**src/rtl/biquad8_meter_pkg.sv**
```systemverilog
// Shared types and sizing helpers for the biquad8 power meter.
package biquad8_meter_pkg;

  localparam int NSAMP    = 8;
  localparam int PIPE_LAT = 5;

  typedef enum logic [1:0] {IDLE, TAG, DRAIN, DONE} meter_state_t;

  // Square of a signed n-bit value never exceeds 2^(2n-2), so 2n-1 bits suffice.
  function automatic int sq_bits(input int nbits);
    return 2 * nbits - 1;
  endfunction

  function automatic int tot_bits(input int nbits);
    return 2 * nbits + 2;
  endfunction

endpackage

```
**src/rtl/sample8_sumsq.sv**
```systemverilog
// Five-stage per-frame sum of squares and peak |x| over 8 lanes, with a tag
// bit carried alongside the data.
module sample8_sumsq
  import biquad8_meter_pkg::*;
#(
  parameter int NBITS  = 12,
  localparam int SQ_W  = sq_bits(NBITS),
  localparam int TOT_W = tot_bits(NBITS)
) (
  input  logic                   i_clk,
  input  logic                   i_rst_n,
  input  logic [NBITS*NSAMP-1:0] i_dat,
  input  logic                   i_tag,
  output logic                   o_tag,
  output logic                   o_tag_s4,
  output logic [TOT_W-1:0]       o_sum,
  output logic [NBITS-1:0]       o_peak
);

  logic [NBITS*NSAMP-1:0] r_s1_dat;
  logic [NBITS-1:0]       r_s2_abs [NSAMP];
  logic [SQ_W-1:0]        r_s2_sq  [NSAMP];
  logic [SQ_W:0]          r_s3_sum [NSAMP/2];
  logic [NBITS-1:0]       r_s3_pk  [NSAMP/2];
  logic [SQ_W+1:0]        r_s4_sum [2];
  logic [NBITS-1:0]       r_s4_pk  [2];
  logic [TOT_W-1:0]       r_s5_sum;
  logic [NBITS-1:0]       r_s5_pk;
  logic [5:1]             r_tag;

  logic signed [NBITS-1:0] w_x   [NSAMP];
  logic [NBITS-1:0]        w_abs [NSAMP];
  logic [SQ_W-1:0]         w_ext [NSAMP];
  logic [SQ_W-1:0]         w_sq  [NSAMP];

  // |most-negative| wraps to 2^(NBITS-1), which is still correct as unsigned.
  always_comb begin
    for (int j = 0; j < NSAMP; j++) begin
      w_x[j]   = r_s1_dat[NBITS*j +: NBITS];
      w_abs[j] = w_x[j][NBITS-1] ? NBITS'(-w_x[j]) : NBITS'(w_x[j]);
      w_ext[j] = SQ_W'(w_abs[j]);
      w_sq[j]  = w_ext[j] * w_ext[j];
    end
  end

  always_ff @(posedge i_clk) begin
    if (!i_rst_n) begin
      r_tag <= '0;
    end else begin
      r_tag <= {r_tag[4:1], i_tag};
    end
  end

  always_ff @(posedge i_clk) begin
    r_s1_dat <= i_dat;
    for (int j = 0; j < NSAMP; j++) begin
      r_s2_abs[j] <= w_abs[j];
      r_s2_sq[j]  <= w_sq[j];
    end
    for (int j = 0; j < NSAMP/2; j++) begin
      r_s3_sum[j] <= {1'b0, r_s2_sq[2*j]} + {1'b0, r_s2_sq[2*j+1]};
      r_s3_pk[j]  <= (r_s2_abs[2*j] > r_s2_abs[2*j+1]) ? r_s2_abs[2*j] : r_s2_abs[2*j+1];
    end
    for (int j = 0; j < 2; j++) begin
      r_s4_sum[j] <= {1'b0, r_s3_sum[2*j]} + {1'b0, r_s3_sum[2*j+1]};
      r_s4_pk[j]  <= (r_s3_pk[2*j] > r_s3_pk[2*j+1]) ? r_s3_pk[2*j] : r_s3_pk[2*j+1];
    end
    r_s5_sum <= {1'b0, r_s4_sum[0]} + {1'b0, r_s4_sum[1]};
    r_s5_pk  <= (r_s4_pk[0] > r_s4_pk[1]) ? r_s4_pk[0] : r_s4_pk[1];
  end

  assign o_tag    = r_tag[5];
  assign o_tag_s4 = r_tag[4];
  assign o_sum    = r_s5_sum;
  assign o_peak   = r_s5_pk;

endmodule

```
**src/rtl/biquad8_power_meter.sv**
```systemverilog
// Windowed power and peak meter for the 8-lane biquad output: one result pair
// per window of 2^len frames, flagged by a single-cycle valid strobe.
module biquad8_power_meter
  import biquad8_meter_pkg::*;
#(
  parameter int NBITS        = 12,
  parameter int NSAMP        = 8,
  parameter int ACC_BITS     = 48,
  parameter int MAX_LOG2_LEN = 20
) (
  input  logic                   clk_i,
  input  logic                   rst_ni,
  input  logic [NBITS*NSAMP-1:0] dat_i,
  input  logic                   start_i,
  input  logic [4:0]             len_log2_i,
  output logic                   busy_o,
  output logic                   valid_o,
  output logic [ACC_BITS-1:0]    power_o,
  output logic [NBITS-1:0]       peak_o
);

  localparam int TOT_W = tot_bits(NBITS);

  if (ACC_BITS < TOT_W + MAX_LOG2_LEN) begin : g_acc_too_narrow
    $error("ACC_BITS too small for NBITS and MAX_LOG2_LEN");
  end
  if (NSAMP != 8) begin : g_bad_nsamp
    $error("adder tree is built for 8 lanes only");
  end

  meter_state_t            r_state;
  logic [MAX_LOG2_LEN-1:0] r_cnt;
  logic [ACC_BITS-1:0]     r_acc;
  logic [NBITS-1:0]        r_peak;
  logic                    r_busy;
  logic                    r_valid;
  logic [ACC_BITS-1:0]     r_power;
  logic [NBITS-1:0]        r_peak_out;

  logic [4:0]              w_len;
  logic [MAX_LOG2_LEN-1:0] w_cnt_init;
  logic                    w_accept;
  logic                    w_tag_in;
  logic                    w_s5_tag;
  logic                    w_s4_tag;
  logic [TOT_W-1:0]        w_sum;
  logic [NBITS-1:0]        w_frame_pk;
  logic [ACC_BITS-1:0]     w_acc_next;
  logic [NBITS-1:0]        w_pk_next;

  assign w_len      = (len_log2_i > 5'(MAX_LOG2_LEN)) ? 5'(MAX_LOG2_LEN) : len_log2_i;
  assign w_cnt_init = MAX_LOG2_LEN'((64'd1 << w_len) - 64'd1);
  assign w_accept   = start_i && !r_busy;
  // Frame 0 is tagged on accept; TAG then tags the remaining L-1 frames.
  assign w_tag_in   = w_accept || (r_state == TAG && r_cnt != '0);
  assign w_acc_next = r_acc + ACC_BITS'(w_sum);
  assign w_pk_next  = (w_frame_pk > r_peak) ? w_frame_pk : r_peak;

  sample8_sumsq #(.NBITS(NBITS)) u_sumsq (
    .i_clk    (clk_i),
    .i_rst_n  (rst_ni),
    .i_dat    (dat_i),
    .i_tag    (w_tag_in),
    .o_tag    (w_s5_tag),
    .o_tag_s4 (w_s4_tag),
    .o_sum    (w_sum),
    .o_peak   (w_frame_pk)
  );

  // Tags are contiguous, so a tagged S5 with an untagged S4 is the last frame.
  always_ff @(posedge clk_i) begin
    if (!rst_ni) begin
      r_state    <= IDLE;
      r_cnt      <= '0;
      r_acc      <= '0;
      r_peak     <= '0;
      r_busy     <= 1'b0;
      r_valid    <= 1'b0;
      r_power    <= '0;
      r_peak_out <= '0;
    end else begin
      r_valid <= 1'b0;
      if (w_s5_tag) begin
        r_acc  <= w_acc_next;
        r_peak <= w_pk_next;
      end
      case (r_state)
        IDLE, DONE: begin
          if (start_i) begin
            r_state <= TAG;
            r_cnt   <= w_cnt_init;
            r_acc   <= '0;
            r_peak  <= '0;
            r_busy  <= 1'b1;
          end else begin
            r_state <= IDLE;
          end
        end
        TAG: begin
          if (r_cnt != '0) r_cnt <= r_cnt - 1'b1;
          if (r_cnt <= MAX_LOG2_LEN'(1)) r_state <= DRAIN;
        end
        DRAIN: begin
          if (w_s5_tag && !w_s4_tag) begin
            r_state    <= DONE;
            r_busy     <= 1'b0;
            r_valid    <= 1'b1;
            r_power    <= w_acc_next;
            r_peak_out <= w_pk_next;
          end
        end
        default: r_state <= IDLE;
      endcase
    end
  end

  assign busy_o  = r_busy;
  assign valid_o = r_valid;
  assign power_o = r_power;
  assign peak_o  = r_peak_out;

  logic w_unused_accept;
  assign w_unused_accept = w_accept;

endmodule

```
**config.mk**
```make
export PLATFORM = sky130hd
export DESIGN_NAME = biquad8_power_meter
export DESIGN_NICKNAME = d
export VERILOG_FILES = /design/src/rtl/biquad8_meter_pkg.sv /design/src/rtl/sample8_sumsq.sv /design/src/rtl/biquad8_power_meter.sv
export SDC_FILE = /design/constraint.sdc
export NUM_CORES = 2
export LEC_CHECK = 0
export ABC_CLOCK_PERIOD_IN_PS = 7200
export BUFFER_PORTS_ARGS = -buffer_cell sky130_fd_sc_hd__buf_4
export CORE_MARGIN = 5
export CORE_UTILIZATION = 40
export CTS_CLUSTER_DIAMETER = 60
export CTS_CLUSTER_SIZE = 40
export DETAILED_ROUTE_END_ITERATION = 8
export SYNTH_ARGS = -nofsm -noshare
export SYNTH_HDL_FRONTEND = slang
export SYNTH_HIERARCHICAL = 1
export SYNTH_SLANG_ARGS = --single-unit
```
**constraint.sdc**
```tcl
create_clock -name clk_i -period 7.2 [get_ports clk_i]
set_input_delay 0.72 -clock clk_i [delete_from_list [all_inputs] [get_ports clk_i]]
set_output_delay 0.72 -clock clk_i [all_outputs]
set_load 0.03 [all_outputs]
```
# [Word level (Yosys, flattened, before mapping)]
# Memories as Yosys holds them, arrays and structs flattened.
# Cells that the tools add are included.
[op_classes] order_cmp=10 addsub=18 div_mod_pow=0 mul=8 n_eq_ne=7 n_shift=1 reduce_logical=16 n_bitwise=0 mux=34
[op_table] operator="two-way mux 12 bit" n=19
[op_table] operator="multiplier 12 x 12 -> 23 bit" n=8
[op_table] operator="two-way mux 48 bit" n=3
[op_table] operator="adder 23 x 23 -> 24 bit" n=4
[op_table] operator="> comparator 12 bit" n=8
[op_table] operator="negation 12 bit" n=8
[op_table] operator="adder 24 x 24 -> 25 bit" n=2
[op_table] operator="adder 48 x 26 -> 48 bit" n=1
[op_table] operator="two-way mux 20 bit" n=2
[op_table] operator="one-hot mux 20 bit (2 select lines)" n=1
[op_table] operator="subtractor 20 x 1 -> 20 bit, second input constant" n=2
[op_table] operator="adder 25 x 25 -> 26 bit" n=1
[op_table] operator="less-or-equal comparator 20 x 1 -> 1 bit, second input constant" n=1
[op_table] operator="nonzero test 20 bit" n=1
[op_table] operator="<< shifter 1 x 5 -> 20 bit, first input constant" n=1
[op_table] operator="one-hot mux 2 bit (3 select lines)" n=1
[op_table] operator="AND reduction 2 bit" n=3
[op_table] operator="AND reduction 3 bit" n=2
[op_table] operator="> comparator 5 bit, second input constant" n=1
[op_table] operator="two-way mux 5 bit" n=1
[op_table] operator="equality test 2 bit, second input constant" n=2
[op_table] operator="two-way mux 1 bit" n=4
[op_table] operator="two-way mux 2 bit" n=2
[op_table] operator="inequality test 2 x 1 -> 1 bit, second input constant" n=2
[op_table] operator="9 further kinds" n=14
[totals] input_bits=104 mem_count=6 wordCells=112 ff_bits=283 latchBits=0 mem_bits_ro=0 ram_bits=498 out_inout_bits=62
[memory_table] memory="u_sumsq.r_s2_sq" depth=8 word_bits=23 rd=8 rd_ports_with_merged_regs=0 write_ports=8 line_no="sample8_sumsq.sv:22" text="logic [SQ_W-1:0] r_s2_sq [NSAMP];"
[memory_table] memory="u_sumsq.r_s2_abs" depth=8 word_bits=12 rd=8 rd_ports_with_merged_regs=0 write_ports=8 line_no="sample8_sumsq.sv:21" text="logic [NBITS-1:0] r_s2_abs [NSAMP];"
[memory_table] memory="u_sumsq.r_s3_sum" depth=4 word_bits=24 rd=4 rd_ports_with_merged_regs=0 write_ports=4 line_no="sample8_sumsq.sv:23" text="logic [SQ_W:0] r_s3_sum [NSAMP/2];"
[memory_table] memory="u_sumsq.r_s4_sum" depth=2 word_bits=25 rd=2 rd_ports_with_merged_regs=0 write_ports=2 line_no="sample8_sumsq.sv:25" text="logic [SQ_W+1:0] r_s4_sum [2];"
[memory_table] memory="u_sumsq.r_s3_pk" depth=4 word_bits=12 rd=4 rd_ports_with_merged_regs=0 write_ports=4 line_no="sample8_sumsq.sv:24" text="logic [NBITS-1:0] r_s3_pk [NSAMP/2];"
[memory_table] memory="u_sumsq.r_s4_pk" depth=2 word_bits=12 rd=2 rd_ports_with_merged_regs=0 write_ports=2 line_no="sample8_sumsq.sv:26" text="logic [NBITS-1:0] r_s4_pk [2];"

# [Logic depth before layout (Yosys ltp)]
[logic_depth] depth_word=6 mapped_depth=29 mapped_depth_nobuf=28

# [By module]
# Netlist, hierarchy kept.
[modules_own_cells] mod="sample8_sumsq" n_inst=1 seq_area_each_um2=12431.9 area_per_inst_um2=52411.5 cells_each=5652
[modules_own_cells] mod="biquad8_power_meter" n_inst=1 seq_area_each_um2=2882.8 area_per_inst_um2=8406.8 cells_each=1093

# [Worst setup path after synthesis]
# Ideal clock, no wire load.
[synth_path] path_kind="register to register" from="register u_sumsq.r_s1_dat[63]" to="memory u_sumsq/r_s2_sq[1][45] (netlist bit)" stages_incl_launch_ff=25 t_arrival_ns=6.278 synth_period_minus_slack_ns=6.350 setup_time_ns=0.072 slack_ns=0.850 required_ns=7.128 n_path_buf=0 cell_sequence="dfxtp_1 or4_1 or4_1 o21ai_2 xor2_2 nor2_1 fa_1 fa_1 inv_1 fa_1 inv_1 fa_1 inv_1 fa_1 inv_1 ha_1 a21o_1 a21o_1 a21o_1 o21ai_0 a21oi_1 o41ai_1 o21bai_1 a21oi_1 xnor2_1"
[synth_rtl] element="start: declaration" line_no="sample8_sumsq.sv:20" text="logic [NBITS*NSAMP-1:0] r_s1_dat;"
[synth_rtl] element="start signal: assignment" line_no="sample8_sumsq.sv:55" text="r_s1_dat <= i_dat;"
[synth_rtl] element="end: declaration" line_no="sample8_sumsq.sv:22"

==> flow_summary.json <==
{
  "endpoint_kind": "flop",
  "die_w_um": 400,
  "gp_congestion": 0.856,
  "clockRootBuffer": "clkbuf_16",
  "postSynthCellCount": 6745,
  "ios": 166,
  "outcome": "complete, no violations",
  "ff_latch_area_um2": 15300,
  "start_util": 0.401,
  "finalHoldViolCount": 0,
  "multiInputGateArea_um2": 40400,
  "worstSetupStartpointType": "flop",
  "drc": 0,
  "dr.first_iter.drc_count": 2234,
  "clk_latency_ps": 710,
  "worst_pin_slew_ps": 1260,
  "yosys_warnings": 6,
  "finalNetCount": 8469,
  "critPathMaxFanout": 7,
  "grt_usage": 0.183,
  "synth.area.top_cells": "dfxtp_1 (25%), fa_1 (21%), ha_1 (15%), inv_1 (7.8%), xnor2_1 (4.8%)",
  "async_flop_share": 0,
  "synth_edf_count": 0,
  "crit_arrival_ps": 7400,
  "setup_violations": 0,
  "grtUsageMet2": 0.317,
  "port_buffers": 165,
  "cts_buffer_depth": 3,
  "ant_nets": 0,
  "cts.clk_slew.worst_paths_ps": 80,
  "antenna_cells": 0,
  "cts_made_buffers": 84,
  "ys_ff_latch": 765,
  "fillers": 14700,
  "num_vias": 44600,
  "yosysMostFrequentCell": "inv_1",
  "clock_skew_ps": 43.9,
  "cts_htree_levels": 3,
  "antenna_found_initial": 2,
  "yosysSeqAreaShare": 0.252,
  "first_global_vias": 45700,
  "crit_type": "flop to flop",
  "use_met1": 0.238,
  "final.min_clock_period_ps": 6790,
  "drt-total-wl_mm": 144,
  "drt_first_pass_iters": 5,
  "yosys.area.top_type": "dfxtp_1",
  "core_region_area_um2": 152000,
  "dp_hpwl_mm": 119,
  "syn_to_final_growth_pct": 12.2,
  "grt_max_degree": 71,
  "top_usage_layer": "met2",
  "use_met3": 0.0249,
  "wire_per_inst_um": 15.9,
  "synth_common_cells": "inv_1 (1271), dfxtp_1 (765), ha_1 (728)",
  "grt_overflow": 0,
  "grt_pass1_wl_mm": 235,
  "yosysTopAreaCellShare": 0.252,
  "required_ps": 7810,
  "layout-drive-gt1-share": 0.0735,
  "fp.dieH_um": 400,
  "maxCapViolations": 0,
  "synth_flop_cell": "dfxtp_1",
  "timing.final.crit_share": 0.943,
  "fp.dieArea_um2": 160000,
  "max_slew_margin": 0.159,
  "min_path_type": "input pin to flop",
  "avgSynthCellArea_um2": 9.02,
  "ctsHoldBuffers": 0,
  "fmaxAchievable_ghz": 0.147,
  "synth_area_um2": 60800,
  "rsz0062_at_grt": "false",
  "fin_tns_setup_ps": 0,
  "slew_violations": 0,
  "cts_tree": "built",
  "synth_cell_types": 103,
  "rows": 143,
  "clock-sinks": 765,
  "vias_per_cell": 4.90,
  "holdWs_ps": 105
}
## routing by layer
layer | wire length [um] | share of wire
met5 | 0 | 0
met2 | 69800 | 0.48
met3 | 6030 | 0.042
met4 | 4820 | 0.033
met1 | 63700 | 0.44
## per-stage QoR
step	setup slack (ps)	instances	instance area [um^2]	utilization
final	410	9109	68200	0.450
after global routing	10.3	9109	68200	0.450
after CTS	136	9108	68100	0.449
after detailed placement	220	8951	64900	0.429
after global placement	368	8951	64900	0.429
after floorplan	850	6799	61000	-
## final timing paths
check	start	end	slack [ps]	cells past startpoint
worst max-delay path	u_sumsq/r_s1_dat[24]	u_sumsq/r_s2_sq[0][67]	410	26
worst min-delay path	dat_i[69]	u_sumsq/r_s1_dat[69]	110	1
worst max register to register	u_sumsq/r_s1_dat[24]	u_sumsq/r_s2_sq[0][67]	410	26
worst min register to register	u_sumsq/r_tag[3]	u_sumsq/r_tag[4]	430	1
## worst max-delay path, cell delays in order (launching register included)
cell,delay (ps)
dfxtp_1,470
clkinv_1,160
ha_1,240
nand2_1,150
nand2_1,110
xor2_2,230
inv_1,300
nand2_1,170
fa_1,520
inv_1,50
fa_1,490
inv_1,50
fa_1,470
inv_1,50
fa_1,520
inv_1,50
fa_1,540
inv_1,50
ha_1,230
nor3_1,190
o211ai_1,160
a31o_1,240
a21o_1,240
a2111o_1,450
a41o_1,230
a21oi_1,190
xnor2_1,140
## sequential cells by signal (all words and copies together), names as in the netlist, 2 cells and up
register          count
u_sumsq/r_s2_sq     176
u_sumsq/r_s1_dat     96
u_sumsq/r_s3_sum     96
u_sumsq/r_s2_abs     88
u_sumsq/r_s4_sum     50
power_o              48
r_acc                48
u_sumsq/r_s3_pk      48
u_sumsq/o_sum        26
u_sumsq/r_s4_pk      24
r_cnt                20
peak_o               12
r_peak               12
u_sumsq/o_peak       12
u_sumsq/r_tag         5
r_state               2
## cell usage in the layout (no fill, tap or decap), drive strengths merged, types with 22 or more instances in the layout
cell and n:
or3 34, clkinv 46, nand2b 45, and2 45, fa 629, o21a 57, nand2 496, o21bai 28
clkbuf 89, inv 1325, xor2 89, o31ai 37, a2111oi 25, a21oi 326, a211oi 35, xnor2 334
buf 247, nand4 36, a21o 110, nor2b 56, ha 728, nor2 636, nor3 128, o21ai 276
mux2i 22, dfxtp 765, conb 56, a31oi 25, nand3 80
## cells by family (layout without fill, tap and decap cells)
kind of cell	after synthesis	after routing	share of synthesized area
other cells	2	56	0.000123
fa+ha+maj	1357	1357	0.357
simple gates	1655	1655	0.122
buf+inv	1436	1716	0.0891
mux	41	41	0.00714
xor+xnor	423	423	0.0618
flops	765	765	0.252
compound gates	1066	1066	0.111
## final cells by class
type / instances / share of cell area
multi-input cells: 4598 / 0.593
flip-flops and latches: 765 / 0.224
inverters: 1312 / 0.0723
well taps: 2030 / 0.0372
clock buffers: 89 / 0.0318
repair buffers: 247 / 0.0272
clock inverters: 68 / 0.0143
## timing repair
item	CTS	global route
gates resized for setup	0	18
endpoints found under the setup margin	0	8
setup buffers	0	1
Power is not shown: default switching activity piles up to over one toggle a cycle in this logic, so the estimate is an artifact.
